--- src/rtl/cpu_pkg.sv ---
`default_nettype none
// ============================================================================
// Module   : cpu_pkg
// Brief    : Shared register-file widths and the writeback entry type.
// Revision : 1.0
// ============================================================================
package cpu_pkg;
    localparam int XLEN       = 32;
    localparam int REG_ADDR_W = 5;

    typedef struct packed {
        logic [REG_ADDR_W-1:0] rd;
        logic [XLEN-1:0]       data;
    } wb_entry_t;
endpackage
`default_nettype wire

--- src/rtl/wb_fifo.sv ---
`default_nettype none
// ============================================================================
// Module   : wb_fifo
// Brief    : DEPTH-entry synchronous FIFO of writeback entries, strict order.
// Revision : 1.0
// ============================================================================
module wb_fifo
    import cpu_pkg::*;
#(
    parameter int DEPTH = 4
) (
    input  logic                   clk,
    input  logic                   rst,
    input  logic                   push,
    input  wb_entry_t              push_entry,
    input  logic                   pop,
    output wb_entry_t              head,
    output logic                   full,
    output logic                   empty,
    output logic [$clog2(DEPTH):0] count
);
    localparam int c_PTR_W = $clog2(DEPTH);
    localparam int c_CNT_W = c_PTR_W + 1;

    wb_entry_t            r_mem [DEPTH];
    logic [c_PTR_W-1:0]   r_wr_ptr;
    logic [c_PTR_W-1:0]   r_rd_ptr;
    logic [c_CNT_W-1:0]   r_count;
    logic                 w_do_push;
    logic                 w_do_pop;

    assign full      = (r_count == c_CNT_W'(DEPTH));
    assign empty     = (r_count == '0);
    assign count     = r_count;
    assign head      = r_mem[r_rd_ptr];
    // Full blocks a push even when a pop frees a slot in the same cycle.
    assign w_do_push = push && !full;
    assign w_do_pop  = pop && !empty;

    always_ff @(posedge clk) begin
        if (rst) begin
            r_wr_ptr <= '0;
            r_rd_ptr <= '0;
            r_count  <= '0;
        end else begin
            if (w_do_push) r_wr_ptr <= r_wr_ptr + 1'b1;
            if (w_do_pop)  r_rd_ptr <= r_rd_ptr + 1'b1;
            case ({w_do_push, w_do_pop})
                2'b10:   r_count <= r_count + 1'b1;
                2'b01:   r_count <= r_count - 1'b1;
                default: r_count <= r_count;
            endcase
        end
    end

    always_ff @(posedge clk) begin
        if (w_do_push) r_mem[r_wr_ptr] <= push_entry;
    end
endmodule
`default_nettype wire

--- src/rtl/wb_write_arbiter.sv ---
`default_nettype none
// ============================================================================
// Module   : wb_write_arbiter
// Brief    : Owns the regfile write port; pipeline writeback beats queued
//            variable-latency results. Tracks pending destinations.
// Revision : 1.0
// ============================================================================
module wb_write_arbiter
    import cpu_pkg::*;
#(
    parameter int XLEN  = 32,
    parameter int DEPTH = 4
) (
    input  logic                   clk,
    input  logic                   rst,
    input  logic                   pipe_wr_en,
    input  logic [4:0]             pipe_wr_reg,
    input  logic [XLEN-1:0]        pipe_wr_data,
    input  logic                   vl_valid,
    output logic                   vl_ready,
    input  logic [4:0]             vl_reg,
    input  logic [XLEN-1:0]        vl_data,
    input  logic                   issue_valid,
    input  logic [4:0]             issue_reg,
    input  logic [4:0]             rs1_addr,
    input  logic [4:0]             rs2_addr,
    output logic                   rs1_busy,
    output logic                   rs2_busy,
    output logic [31:0]            busy_mask,
    output logic                   reg_write,
    output logic [4:0]             write_reg,
    output logic [XLEN-1:0]        write_data,
    output logic [$clog2(DEPTH):0] fifo_count
);
    wb_entry_t   w_head;
    wb_entry_t   w_push_entry;
    logic        w_full;
    logic        w_empty;
    logic        w_pipe_req;
    logic        w_pop;
    logic        w_push;
    logic [31:0] w_set_mask;
    logic [31:0] w_clr_mask;
    logic [31:0] r_busy;

    assign w_pipe_req   = pipe_wr_en && (pipe_wr_reg != 5'd0);
    assign w_pop        = !rst && !w_pipe_req && !w_empty;
    assign vl_ready     = !rst && !w_full;
    // x0 results complete the handshake but are never stored.
    assign w_push       = vl_valid && vl_ready && (vl_reg != 5'd0);
    assign w_push_entry = '{rd: vl_reg, data: vl_data};

    wb_fifo #(
        .DEPTH (DEPTH)
    ) u_fifo (
        .clk        (clk),
        .rst        (rst),
        .push       (w_push),
        .push_entry (w_push_entry),
        .pop        (w_pop),
        .head       (w_head),
        .full       (w_full),
        .empty      (w_empty),
        .count      (fifo_count)
    );

    always_comb begin
        reg_write  = 1'b0;
        write_reg  = 5'd0;
        write_data = '0;
        if (!rst) begin
            if (w_pipe_req) begin
                reg_write  = 1'b1;
                write_reg  = pipe_wr_reg;
                write_data = pipe_wr_data;
            end else if (!w_empty) begin
                reg_write  = 1'b1;
                write_reg  = w_head.rd;
                write_data = w_head.data;
            end
        end
    end

    assign w_set_mask = (issue_valid && (issue_reg != 5'd0)) ? (32'd1 << issue_reg) : 32'd0;
    assign w_clr_mask = w_pop ? (32'd1 << w_head.rd) : 32'd0;

    // Set is applied after clear: a newly issued op owns the register.
    always_ff @(posedge clk) begin
        if (rst) begin
            r_busy <= 32'd0;
        end else begin
            r_busy <= ((r_busy & ~w_clr_mask) | w_set_mask) & 32'hFFFF_FFFE;
        end
    end

    assign busy_mask = r_busy;
    assign rs1_busy  = r_busy[rs1_addr];
    assign rs2_busy  = r_busy[rs2_addr];
endmodule
`default_nettype wire
--- config.mk ---
export PLATFORM = sky130hd
export DESIGN_NAME = wb_write_arbiter
export DESIGN_NICKNAME = d
export VERILOG_FILES = /design/src/rtl/cpu_pkg.sv /design/src/rtl/wb_fifo.sv /design/src/rtl/wb_write_arbiter.sv
export SDC_FILE = /design/constraint.sdc
export NUM_CORES = 1
export LEC_CHECK = 0
export ABC_AREA = 1
export CAP_MARGIN = 20
export CORE_MARGIN = 10
export CORE_UTILIZATION = 52
export CTS_CLUSTER_SIZE = 12
export DETAILED_ROUTE_END_ITERATION = 7
export GPL_ROUTABILITY_DRIVEN = 0
export PLACE_DENSITY_LB_ADDON = 0.25
export SLEW_MARGIN = 15
export SYNTH_ARGS = -nofsm -noshare
export SYNTH_HDL_FRONTEND = slang
export SYNTH_SLANG_ARGS = --single-unit
--- constraint.sdc ---
create_clock -name clk -period 3.2 [get_ports clk]
set_input_delay 0.32 -clock clk [delete_from_list [all_inputs] [get_ports clk]]
set_output_delay 0.32 -clock clk [all_outputs]
set_load 0.02 [all_outputs]
After elaboration in Yosys (flattened, before gate mapping)
Memories as Yosys holds them, arrays and structs flattened. A register that Yosys moved wholly into a read port is not among the register bits.
Index checks and enable logic that the tools add are counted.
{"block": "word_totals", "output_inout_bits": 76, "ff_bits": 39, "in_bits": 94, "ramBits": 148, "rom_bits": 0, "latchBits": 0, "elab_cells": 58, "mem_count": 1}
{"memory": "u_fifo.r_mem", "words": 4, "word_bits": 37, "rd": 1, "rd_clocked_by_memory_dff": 1, "write_ports": 1, "line_no": "wb_fifo.sv:25", "rtl": "wb_entry_t r_mem [DEPTH];"}
{"block": "op_classes", "shift": 2, "addsub": 4, "order_cmp": 2, "n_reduce_logical": 18, "multipliers": 0, "n_eq_ne": 3, "div_mod_pow": 0, "mux": 20, "bitwise": 3}
{"cell": "2-to-1 mux 32 bit", "count": 5}
{"cell": "left shift 1 x 5 -> 32 bit, first input constant", "count": 2}
{"cell": "bitwise AND 32 bit", "count": 1}
{"cell": "NOT 32 bit", "count": 1}
{"cell": "OR 32 bit", "count": 1}
{"cell": "2-to-1 mux 5 bit", "count": 3}
{"cell": "nonzero test 5 bit", "count": 3}
{"cell": "less-than comparator 5 x 6 -> 1 bit, second input constant", "count": 2}
{"cell": "binary-select mux 1 bit (select 5 bit)", "count": 2}
{"cell": "logical AND 1 bit", "count": 9}
{"cell": "2-to-1 mux 1 bit", "count": 7}
{"cell": "one-hot mux 3 bit (2 select lines)", "count": 1}
{"cell": "adder 2 x 1 -> 2 bit, second input constant", "count": 2}
{"cell": "logical NOT 1 bit", "count": 4}
{"cell": "2-to-1 mux 2 bit", "count": 2}
{"cell": "adder 3 x 1 -> 3 bit, second input constant", "count": 1}
{"cell": "== test 3 bit, second input constant", "count": 1}
{"cell": "logical NOT 3 bit", "count": 1}
{"cell": "subtractor 3 x 1 -> 3 bit, second input constant", "count": 1}
{"cell": "== test 2 x 1 -> 1 bit, second input constant", "count": 1}
{"cell": "== test 2 bit, second input constant", "count": 1}
{"cell": "nonzero test 2 bit", "count": 1}

Longest topological paths before layout
Gate-level depths: netlist of run 1.
{"block": "logic_depth", "depth_word": 9, "depth_mapped": 12, "ltp_nobuf": 11}

Modules after synthesis
A second synthesis of run 1 with hierarchy kept.
{"block": "unflattened", "hier_cells": 963, "area_unflattened_um2": 8897.3}
{"module": "wb_fifo", "seq_area_each_um2": 4624.4, "area_per_inst_um2": 5972.0, "cells_per_inst": 428, "instances": 1}
{"module": "wb_write_arbiter", "seq_area_each_um2": 620.6, "area_per_inst_um2": 2925.3, "cells_per_inst": 535, "instances": 1}

Worst setup path after synthesis of run 1
No wires, ideal clock.
{"block": "synth_timing", "kind": "reg-to-reg", "startpoint": "register u_fifo.r_count[0] (netlist: u_fifo.count[0])", "endpoint": "memory u_fifo.r_mem[0][0] in the netlist's numbering (enable)", "t_required_ps": 2769, "t_arrival_ps": 2990, "synth_period_minus_slack_ps": 3421, "path_slack_ps": -221, "path_buffers": 0, "setup_time_ps": 431, "stages_incl_launch_ff": 5, "cell_sequence": "dfxtp_1 -> nor2_1 -> a21oi_1 -> nand3_1 -> nor2_1"}
{"block": "synth_between", "elab_chain_len": 8}
{"element": "start: declaration", "line_no": "wb_fifo.sv:28", "rtl": "logic [c_CNT_W-1:0] r_count;"}
{"element": "start signal: assignment", "line_no": "wb_fifo.sv:49", "rtl": "2'b10: r_count <= r_count + 1'b1;"}
{"element": "start signal: assignment", "line_no": "wb_fifo.sv:50", "rtl": "2'b01: r_count <= r_count - 1'b1;"}
{"element": "start signal: assignment", "line_no": "wb_fifo.sv:51", "rtl": "default: r_count <= r_count;"}
{"element": "== test 3 bit", "line_no": "wb_fifo.sv:32", "rtl": "assign full = (r_count == c_CNT_W'(DEPTH));"}
{"element": "logical NOT 1 bit", "line_no": "wb_write_arbiter.sv:48", "rtl": "assign vl_ready = !rst && !w_full;"}
{"element": "logical AND 1 bit", "line_no": "wb_write_arbiter.sv:48"}
{"element": "net vl_ready", "line_no": "wb_write_arbiter.sv:20", "rtl": "output logic vl_ready,"}
{"element": "logical AND 1 bit (2 in a row)", "line_no": "wb_write_arbiter.sv:50", "rtl": "assign w_push = vl_valid && vl_ready && (vl_reg != 5'd0);"}
{"element": "logical AND 1 bit", "line_no": "wb_fifo.sv:37", "rtl": "assign w_do_push = push && !full;"}
{"element": "2-to-1 mux 1 bit", "line_no": "wb_fifo.sv:57", "rtl": "if (w_do_push) r_mem[r_wr_ptr] <= push_entry;"}
{"element": "2-to-1 mux 1 bit (implied by the code)", "line_no": "wb_fifo.sv:57"}
{"element": "end: declaration", "line_no": "wb_fifo.sv:25"}
The timed path passes the listed nets, and every way through them passes these cells.

==> results.txt, run 1 <==
- Global routing used between 20% and 30% of the available tracks.
- Cells traversed along the worst timing path: buf_4 -> inv_1 -> buf_4 -> nand3_1 -> nand2_1 -> o21ai_0 -> clkdlybuf4s50_1
* Arrival time of the worst setup path: 2.69 ns
* Largest net degree at the start of global routing: between 70 and 80
* Drt first pass iters: 5
- Setup repair after global routing left no endpoint under its margin.
- Fraction of layout instances using a drive strength above 1: 7.969%
- The filler cells instantiated in the layout total approximately 1200.
- Met3 Routed Length: 2013 um
- Starting density of the core: between 50% and 60%
- Post-route clock period utilization: 94.00%
- Detailed placement ended at an HPWL of between 15000 and 20000 um.
* Max Buffers Root-to-Sink: 2
- Synth Area per Inst: 9.928 um^2
- Post-CTS timing repair inserted 0 buffers for setup.
- Clock latency at the later pin of the worst-skew pair: 0.43 ns
- The worst-case IR drop observed on VDD is between 400 and 500 uV.
- For this run, the share of the core covered by cells in the final layout is between 60 and 70%.
* Clock Pin Slew Worst Setup and Hold Paths: 0.07 ns
* Final max-slew violation count: 0
- The first global-routing pass estimated roughly 36000 um of wire.
- Number of non-filler instances in the completed layout: 1246
* Kind of cell adding the most delay to the critical path: buffers and inverters
- The run finished with clean final reports.
- The die is 147.8 um wide.
- PwrDens: roughly 510 nW/um^2
- Critical path startpoint category: flop
- After detailed routing, the wire length on met1 is 9276 um.
- Post-route antenna net violation count: 0
- Clock skew on the completed layout was measured at 0.005688 ns.
* Number of top-level pins: 170
- Maxcap violations: 0
* Most frequent cell on the critical path: sky130_fd_sc_hd__buf_4
- Initial drt markers: 688
- The final layout contains routed wiring with a total length of roughly 23000 um.
* Transition at the pin with the smallest max-transition slack: 0.5979 ns
* Critical path fanouts, max: 21
- Measured against its own limit, the worst slew margin works out to 60.04%.
- Remaining global-route overflow: 0
* Cell types occupying the most area after synthesis: sky130_fd_sc_hd__edfxtp_1 (52%), sky130_fd_sc_hd__dfxtp_1 (9.4%), sky130_fd_sc_hd__nand2_1 (8.0%), sky130_fd_sc_hd__nand3_1 (4.8%), sky130_fd_sc_hd__o21ai_0 (4.7%)
- The largest individual stage delay along the critical path comes from the cell sky130_fd_sc_hd__clkdlybuf4s50_1.
- Summed over all cells, the static leakage comes to 3.761 nW.
- Placeable core region: 15940 um^2
* Yosys warnings: 0
- Row generation in the floorplan step produced 46 rows.
- Sequential cells were found to cover ~60% of the synthesized design area.
- DR vias/cell: between 5 and 6
* Die outline area: 21860 um^2
- The routed design could run at a clock period as short as 3.008 ns.
- The final count of hold timing violations came to 0.
- The routed layout has 6963 vias.
* Cell at the root of the clock tree: sky130_fd_sc_hd__clkbuf_16
* Worst setup path end: write_reg[1]
- Average wire length per cell after detail routing: 18.28 um
- By startpoint and endpoint, the worst setup path is classified as flop to output pin.
- The worst register-to-register path begins at u_fifo.count[0].
- Number of port buffers: between 150 and 200
- Highest routed layer: met4
- Count of cell instances traversed by the critical path: 7
- The clock tree synthesis step divided the H-tree into 4 levels.
- In this run the register-to-register setup slack is 0.74 ns.
- Measured along the y axis, the die boundary spans 147.8 um.
- Including well taps, the total number of placed cells is 1213.
* Cells resized by post-CTS repair: 3
- Reg2reg end: u_fifo.r_mem[1][28]
- CTS tree: built
- Area Growth Syn to Fin: 29.49%
- The synthesized netlist contains 32 unique library cells.
- The design draws 5.606 mW.
- Net count after synthesis: 956
- Worst hold path type: flop to flop
- # DRC: 0
- Cell taking the most area after synthesis: sky130_fd_sc_hd__edfxtp_1
- For this design, the CTS-stage hold fixing added 0 buffers.
- STA puts the critical path data required time at 2.88 ns.
* Post-synth top area share: 52.30%
- Buffers and inverters on the worst path: 4
* CTS buffer count: 17
* Initial antenna violation count: 1
- Via count of the first global-routing pass: 6877
- Cell count after synthesis: 856
* Hold Startpoint: u_fifo.r_rd_ptr[1]
- In this run the cell area of the synthesized design comes to 8498 um^2.
- The number of cells on the worst reg-to-reg path is 5.
* Delay of the slowest critical-path stage: ~0.70 ns
- Max Fclk: 332.4 MHz
* Final number of setup-violating endpoints: 0
* Met2 routed WL: about 11000 um
* Kind of end point of the critical path: output pin
- Counting flops and latches in the post-synthesis netlist gives 188.
- Clock tree synthesis found a total of 188 sinks.
- The final layout contains 1116 nets.
==> report_power, final <==
part	internal [mW]	switching (mW)	total (mW)	leakage [nW]
clock	1.03	0.966	2.00	0.264
combinational	0.367	0.516	0.883	1.83
sequential	2.70	0.0296	2.73	1.67
==> flip-flops by register name, summed over array words and instances (netlist names), named ones only <==
name             count
u_fifo.count         3
busy_mask           31
u_fifo.r_wr_ptr      2
u_fifo.r_mem       148
u_fifo.r_rd_ptr      2
==> cell usage in the layout, fill, tap and decap left out, types with 17 or more instances in the layout <==
cell,count
sky130_fd_sc_hd__nand2_1,182
sky130_fd_sc_hd__clkdlybuf4s50_1,168
sky130_fd_sc_hd__edfxtp_1,148
sky130_fd_sc_hd__nor2_1,89
sky130_fd_sc_hd__nand3_1,82
sky130_fd_sc_hd__o21ai_0,77
sky130_fd_sc_hd__a21oi_1,45
sky130_fd_sc_hd__dfxtp_1,39
sky130_fd_sc_hd__o22ai_1,33
sky130_fd_sc_hd__a32o_1,32
sky130_fd_sc_hd__inv_1,28
sky130_fd_sc_hd__buf_4,19
sky130_fd_sc_hd__clkbuf_16,17
==> cell type report <==
cell class / count / area, um^2 / area share (%)
flip-flops and latches: 188 / 5246 / 47.67
multi-input cells: 580 / 2904 / 26.39
repair buffers: 190 / 1879 / 17.08
clock buffers: 19 / 432.9 / 3.934
well taps: 216 / 270.3 / 2.456
inverters: 39 / 148.9 / 1.353
clock inverters: 13 / 120.1 / 1.092
diodes: 1 / 2.502 / 0.02274
==> tightest hold or removal path: cells and delay by family, from the launching register on <==
family / cells / cell delay (ns)
DFF: 1 / 0.30
buffers and inverters: 1 / 0.05
AOI/OAI and AO/OA: 1 / 0.07
==> cell usage after synthesis (all sizes together) <==
master / instances
inv: 36
conb: 1
o211a: 1
a31oi: 1
a21oi: 46
o211ai: 4
o22ai: 33
clkbuf: 25
o21ai: 79
nand3: 82
edfxtp: 148
xor2: 1
ha: 5
o21a: 1
dfxtp: 40
nand2: 187
clkinv: 3
nand4: 1
fa: 1
a32o: 32
nor2: 104
nor3: 1
buf: 24
==> cell families after synthesis <==
family                     share of synthesized area [%]
xor gates and xnor gates                          0.1031
other                                            0.04413
and+or+nand+nor                                    18.46
AOI/OAI and AO/OA                                  14.24
buffers and inverters                              4.461
DFF                                                61.72
adders and majority gates                         0.9717
==> worst min path at each step <==
stage / to / cells after the start
floorplan: u_fifo.r_mem[0][0] / 0
global placement: u_fifo.r_rd_ptr[1] / 2
detailed placement: u_fifo.r_rd_ptr[1] / 2
CTS: flop / 2
global route: flop / 1
finish: flop / 2
==> per-layer routing <==
| layer | vias to the layer above | GRT usage [%] |
|---|---|---|
| met3 | 21 | 6.563 |
| met5 | - | 0 |
| met2 | 290 | 34.78 |
| met4 | 0 | 6.541 |
| li1 | 3372 | - |
| met1 | 3280 | 24.84 |
==> per-stage QoR <==
stage / worst slack [ns] / area, um^2 / TNS, ns / hold slack (ns)
5_1_grt: 0.05105 / 11000 / 0 / 0.5096
3_5_place_dp: 0.2644 / 10440 / 0 / 0.4586
3_3_place_gp: 0.3385 / 10440 / 0 / 0.4538
6_report: 0.1920 / 11000 / 0 / 0.4727
4_1_cts: 0.01166 / 11000 / 0 / 0.4745
2_1_floorplan: -0.2214 / 8498 / -32.77 / 0.4189
Note: power is estimated with default switching activity, not from simulation.
==> inputs of run 2 (changes only) <==
- CAP_MARGIN: 20 -> 10
==> results of run 2 <==
Final layout, timing and power as in run 1 (identical DEF).
==> inputs of run 3 (changes only) <==
- CAP_MARGIN: 10 -> 0
==> results of run 3 <==
Final layout, timing and power as in run 1 (identical DEF).
